===== src/rtl/mem_arbiter.sv =====
// Two-port round-robin arbiter sharing one memory port between instruction
// fetch and data requesters, one transaction in flight, with response timeout.
module mem_arbiter #(
  parameter int TIMEOUT = 255
) (
  input  logic        clk,
  input  logic        rst_n,
  input  logic        i_req,
  input  logic [31:0] i_addr,
  output logic        i_gnt,
  output logic        i_rvalid,
  output logic [31:0] i_rdata,
  output logic        i_err,
  input  logic        d_req,
  input  logic        d_we,
  input  logic [31:0] d_addr,
  input  logic [31:0] d_wdata,
  input  logic [3:0]  d_wstrb,
  output logic        d_gnt,
  output logic        d_rvalid,
  output logic [31:0] d_rdata,
  output logic        d_err,
  output logic        m_req,
  output logic        m_we,
  output logic [31:0] m_addr,
  output logic [31:0] m_wdata,
  output logic [3:0]  m_wstrb,
  input  logic        m_gnt,
  input  logic        m_rvalid,
  input  logic [31:0] m_rdata
);

  localparam logic [0:0] IDLE = 1'b0;
  localparam logic [0:0] WAIT = 1'b1;
  localparam logic [9:0] TIMEOUT_CNT = 10'(TIMEOUT);

  logic [0:0] state_r;
  logic [9:0] cnt_r;
  logic       last_d_r;   // data side held the most recent grant
  logic       owner_d_r;  // data side owns the outstanding transaction

  logic idle_s;
  logic wait_s;
  logic d_win_s;
  logic req_any_s;
  logic take_s;
  logic resp_s;
  logic timeout_s;

  // Every qualifier includes rst_n so all outputs are quiet during reset.
  always_comb begin
    idle_s    = rst_n && (state_r == IDLE);
    wait_s    = rst_n && (state_r == WAIT);
    d_win_s   = d_req && (!i_req || !last_d_r);
    req_any_s = idle_s && (i_req || d_req);
    take_s    = req_any_s && m_gnt;
    resp_s    = wait_s && m_rvalid;
    timeout_s = wait_s && !m_rvalid && (cnt_r == TIMEOUT_CNT);
  end

  // Memory request payload follows the arbitration winner.
  always_comb begin
    m_req   = req_any_s;
    m_we    = 1'b0;
    m_addr  = 32'h0000_0000;
    m_wdata = 32'h0000_0000;
    m_wstrb = 4'b0000;
    if (req_any_s) begin
      if (d_win_s) begin
        m_we    = d_we;
        m_addr  = d_addr;
        m_wdata = d_wdata;
        m_wstrb = d_wstrb;
      end else begin
        m_we    = 1'b0;
        m_addr  = i_addr;
        m_wdata = 32'h0000_0000;
        m_wstrb = 4'b0000;
      end
    end else begin
      m_we    = 1'b0;
      m_addr  = 32'h0000_0000;
      m_wdata = 32'h0000_0000;
      m_wstrb = 4'b0000;
    end
  end

  // Grants, responses and errors routed to the requester they belong to.
  always_comb begin
    d_gnt    = take_s && d_win_s;
    i_gnt    = take_s && !d_win_s;
    d_rvalid = resp_s && owner_d_r;
    i_rvalid = resp_s && !owner_d_r;
    d_err    = timeout_s && owner_d_r;
    i_err    = timeout_s && !owner_d_r;
    if (d_rvalid) begin
      d_rdata = m_rdata;
    end else begin
      d_rdata = 32'h0000_0000;
    end
    if (i_rvalid) begin
      i_rdata = m_rdata;
    end else begin
      i_rdata = 32'h0000_0000;
    end
  end

  // Transaction sequencing; reset leaves the pointer so data wins the first tie.
  always_ff @(posedge clk) begin
    if (!rst_n) begin
      state_r   <= IDLE;
      cnt_r     <= 10'd0;
      last_d_r  <= 1'b0;
      owner_d_r <= 1'b0;
    end else begin
      case (state_r)
        IDLE: begin
          if (take_s) begin
            state_r   <= WAIT;
            owner_d_r <= d_win_s;
            last_d_r  <= d_win_s;
            cnt_r     <= 10'd0;
          end else begin
            state_r <= IDLE;
          end
        end
        WAIT: begin
          if (m_rvalid) begin
            state_r <= IDLE;
          end else if (cnt_r == TIMEOUT_CNT) begin
            state_r <= IDLE;
          end else begin
            cnt_r <= cnt_r + 10'd1;
          end
        end
        default: begin
          state_r <= IDLE;
          cnt_r   <= 10'd0;
        end
      endcase
    end
  end

endmodule

===== config.mk =====
export PLATFORM = sky130hd
export DESIGN_NAME = mem_arbiter
export DESIGN_NICKNAME = d
export VERILOG_FILES = /design/src/rtl/mem_arbiter.sv
export SDC_FILE = /design/constraint.sdc
export NUM_CORES = 1
export LEC_CHECK = 0
export ABC_AREA = 1
export CAP_MARGIN = 40
export CELL_PAD_IN_SITES_DETAIL_PLACEMENT = 2
export CELL_PAD_IN_SITES_GLOBAL_PLACEMENT = 2
export CORE_MARGIN = 2
export CORE_UTILIZATION = 10
export DETAILED_ROUTE_END_ITERATION = 7
export HOLD_SLACK_MARGIN = 0.12
export PLACE_DENSITY = 0.95
export RECOVER_POWER = 50
export SYNTH_ARGS = -nofsm -noshare
export SYNTH_HDL_FRONTEND = slang
export SYNTH_SLANG_ARGS = --single-unit
export TNS_END_PERCENT = 100

===== constraint.sdc =====
create_clock -name clk -period 1.4 [get_ports clk]
set_input_delay 0.28 -clock clk [delete_from_list [all_inputs] [get_ports clk]]
set_output_delay 0.28 -clock clk [all_outputs]
set_load 0.1 [all_outputs]

# Yosys cells after proc, flatten, opt, wreduce, memory -nomap -nowiden

Cells that the tools add are included.

Output and inout port bits: 140
Bits in registers: 12
Input bits: 139
Logic and storage cells: 49

Bitwise gates (word level): 1
Muxes and demuxes: 18
Reductions and logical operators: 22
$add $sub $neg: 1
Equal/unequal tests: 4

Operator list:

| kind                  | number |
|---|---|
| $mux 32               | 6 |
| $mux 10               | 3 |
| $pmux 10 s2           | 1 |
| $logic_and 1x1->1     | 14 |
| $add 10x1->10 const B | 1 |
| $eq 10x8->1 const B   | 1 |
| $mux 4                | 2 |
| $ne 2x2->1 const B    | 3 |
| $mux 1                | 5 |
| $logic_not 1->1       | 4 |
| $reduce_and 3->1      | 1 |
| $logic_or 1x1->1      | 2 |
| $pmux 1 s2            | 1 |
| $reduce_and 2->1      | 1 |
| $not 1->1             | 1 |

# Longest topological paths before layout

Depth in word-level cells: 6
Gate-level depth with buffers: 11
Mapped depth without buffers: 10

# Least setup slack after synthesis

OpenSTA, ideal clock, no wires.

Kind: register -> output
From: register state_r
To: output d_rdata[10]
Setup slack: -3374 ps
Cell stages (with the launch flop): 6
Data required time: 1120 ps
Buffers on the path: 1
Data arrival time: 4494 ps
Cell sequence: dfxtp_1 -> nand2_1 -> nor3_1 -> inv_1 -> buf_2 -> nor2_1

Longest elaborated chain between the ends: 4

RTL lines:

| element                  | line | source |
|---|---|---|
| start: declaration       | 37   | `logic [0:0] state_r;` |
| start signal: assignment | 111  | `state_r <= IDLE;` |
| start signal: assignment | 119  | `state_r <= WAIT;` |
| start signal: assignment | 124  | `state_r <= IDLE;` |
| $logic_and 1x1->1        | 53   | `wait_s = rst_n && (state_r == WAIT);` |
| $logic_and 1x1->1        | 57   | `resp_s = wait_s && m_rvalid;` |
| $logic_and 1x1->1        | 92   | `d_rvalid = resp_s && owner_d_r;` |
| net d_rvalid             | 20   | `output logic d_rvalid,` |
| $mux 32                  | 96   | `if (d_rvalid) begin` |
| end: declaration         | 21   | `output logic [31:0] d_rdata,` |

The timed path passes the listed nets, and every way through them passes these cells.

# Worst setup path after layout

From: register cnt_r[0]
To: output i_err

Longest elaborated chain between the ends: 3

RTL lines:

| element                  | line | source |
|---|---|---|
| start: declaration       | 38   | `logic [9:0] cnt_r;` |
| start signal: assignment | 133  | `cnt_r <= cnt_r + 10'd1;` |
| $eq 10x8->1              | 58   | `timeout_s = wait_s && !m_rvalid && (cnt_r == TIMEOUT_CNT);` |
| $logic_and 1x1->1        | 58   |  |
| $logic_and 1x1->1        | 95   | `i_err = timeout_s && !owner_d_r;` |
| end: declaration         | 13   | `output logic i_err,` |

No other way between the ends.

==> impl_metrics.json <==
{
  "status": "finished, violations left",
  "violations": "negative setup slack",
  "drtAntennaViolNets": 0,
  "hpwl_um": 16000,
  "rows": 50,
  "clock_latency_ps": 250,
  "grt_pass1_vias": 5356,
  "cp_max_fo": 2,
  "finClkSkew_ps": 2.13,
  "total_power_w": 0.00447,
  "final_cell_mix": "buf_12 (166), clkdlybuf4s50_1 (134), nor2_4 (109), nand2_4 (81), inv_1 (44)",
  "synth_cell_type_count": 22,
  "post-place-cells": 959,
  "cpLargestDelayFamily": "simple AND/OR/NAND/NOR gates",
  "crit_chain": "ha_4, nand2_4, nor2_4, inv_2, nor3_4, nand4_1, buf_4, nor2_4, buf_12",
  "critPathMaxStageDelay_ps": 360,
  "final_nets": 918,
  "rrSetupSlack_ps": -240,
  "core_um2": 18700,
  "first_pass_iters": 4,
  "worst_pin_slew_ps": 387,
  "grt_pass1_wl_um": 35400,
  "crit_path_start": "cnt_r[0]",
  "area_growth_pct": 432,
  "layout_commonest_cell": "buf_12",
  "route.detailed.drc": 0,
  "max-vdd-ir-drop_mv": 0.280,
  "gp_congestion": 0.822,
  "critPathKind": "register to primary output",
  "leakagePower_nw": 4.11,
  "track_usage_pct": 23.8,
  "clkTransAtPathRegs_ps": 50,
  "dieArea_um2": 20100,
  "postPlaceCellArea_um2": 8080,
  "post-route-period-util_pct": 150,
  "cp_slowest_cell": "dfxtp_4",
  "crit_buf_inv": 3,
  "period_needed_ps": 2100,
  "diodes": 0,
  "pin_count": 279,
  "wl_per_cell_um": 24.8,
  "cts_tree": "yes",
  "gr-total-overflow": 0,
  "ys_ff_latch": 12,
  "antenna_found_initial": 0,
  "viasPerCell": 4.27,
  "crit_arrival_ps": 1820,
  "synth_cells": 416,
  "cts-htree-levels": 1,
  "slew_headroom_pct": 74.1,
  "yosysWarnings": 0,
  "fin_cells": 1011,
  "worst_setup_path_end_kind": "primary output",
  "drt_wl_total_um": 25100,
  "synth_seq_area_share_pct": 12.6,
  "ff2ff_path_depth": 13,
  "max_freq_mhz": 476,
  "timing.rr.start": "cnt_r[0]",
  "worst_slack_ps": -699,
  "cts_root_buffer": "clkbuf_16",
  "rr_endpoint": "cnt_r[7]",
  "fin_area_um2": 10100,
  "start_kind": "register",
  "start_util_pct": 10.2,
  "holdBufCountCts": 0,
  "cts_buffers": 3,
  "cts_max_path_buffers": 2,
  "rsz0062_at_grt": "yes",
  "avgSynthCellArea_um2": 4.57,
  "fin_hold_ws_ps": 486,
  "cp.required_ps": 1120,
  "critPathMostFrequentCell": "nor2_4",
  "hold_viol_final": 0,
  "layout-drive-gt1-share_pct": 69.2,
  "setup_viol": 152,
  "fp.dieW_um": 142,
  "num_vias": 4316,
  "power-per-cell-area_nw_per_um2": 443,
  "drt_iter0_markers": 71,
  "tns_ps": -74450,
  "hp-class": "input pin to register",
  "synthesis.nets": 556,
  "die_y_um": 142,
  "syn_area_um2": 1900,
  "crit_path_end": "i_err",
  "grt_max_degree": 9,
  "port_buffers": 278,
  "numClockSinks": 12,
  "max-cap-violations": 0,
  "path_depth": 9,
  "final_max_slew_viol_count": 0
}
-- final cells by class --
| type | count | area [µm²] |
|---|---|---|
| multi-input cells | 328 | 3480 |
| inverters | 53 | 245 |
| well taps | 234 | 293 |
| repair buffers | 378 | 5730 |
| fillers | 1665 | 8600 |
| clock buffers | 4 | 78.8 |
| flip-flops and latches | 12 | 253 |
| repair inverters | 2 | 32.5 |
-- kinds of logic after synthesis --
logic type                 after synthesis  synth area share (%)
adders and majority gates                1                 0.658
DFF                                     12                  12.6
AOI/OAI and AO/OA                       41                  11.1
buffers and inverters                   77                  16.5
and+or+nand+nor                        285                  59.1
-- synth_stat cells --
master,instances,area (µm²)
a211oi_1,1,7.51
nor3_4,1,16.3
inv_1,50,188
nand2_1,139,522
buf_2,8,40.0
o21bai_1,1,7.51
nand2_4,2,22.5
o21ai_0,2,10.0
inv_2,3,11.3
nor2_1,126,473
buf_6,2,22.5
a21oi_1,36,180
o21ai_1,1,5.00
nor3b_1,1,7.51
nand3_1,10,50.1
nor3_1,3,15.0
ha_1,1,12.5
dfxtp_1,12,240
nor2_2,1,6.26
nand2_2,1,6.26
clkbuf_1,14,52.6
nand4_1,1,6.26
-- layer usage --
layer  up-vias  part of all wire, %  wire, µm  GRT usage [%]
met5         -                    0         0              0
li1       1982                    -         -              -
met2       227                   58     14500           50.4
met1      2077                   32      7980           23.0
met4         0                  2.8       692           4.47
met3        30                  7.4      1860           5.64
-- tightest hold or removal path, delay by kind of cell --
family,cells,cell delay [ps]
buf+inv,2,300
simple gates,2,110
-- flip-flops by register name (all words and copies together) (netlist names) --
register and count:
cnt_r 10, owner_d_r 1, state_r 1
-- how the worst min path moves through the flow --
stage               endpoint  cells after the start      from
CTS                 cnt_r[9]                      4  cnt_r[9]
global route        cnt_r[8]                      4     rst_n
global placement    cnt_r[8]                      2  cnt_r[8]
floorplan           cnt_r[6]                      2     rst_n
detailed placement  cnt_r[9]                      4  cnt_r[9]
finish              cnt_r[8]                      4     rst_n
-- through the flow --
| step | util (%) | setup WS [ps] |
|---|---|---|
| detailed placement | 43.2 | -847 |
| global placement | 43.2 | -778 |
| floorplan | - | -1160 |
| global route | 54.0 | -757 |
| finish | 54.0 | -699 |
| CTS | 52.7 | -661 |
-- timing repair --
item                       CTS  global route
gates resized for setup    264            87
gates cloned                23             0
setup endpoints to repair  152           152
buffers inserted            31            14
pin swaps                   83            46
-- report_power, final --
group / internal (W) / switching, W
clock: 0.000386 / 0.000183
combinational: 0.00149 / 0.00205
sequential: 0.000349 / 0.0000105
total: 0.00223 / 0.00225
No activity file was read; power rests on OpenSTA's default activity.
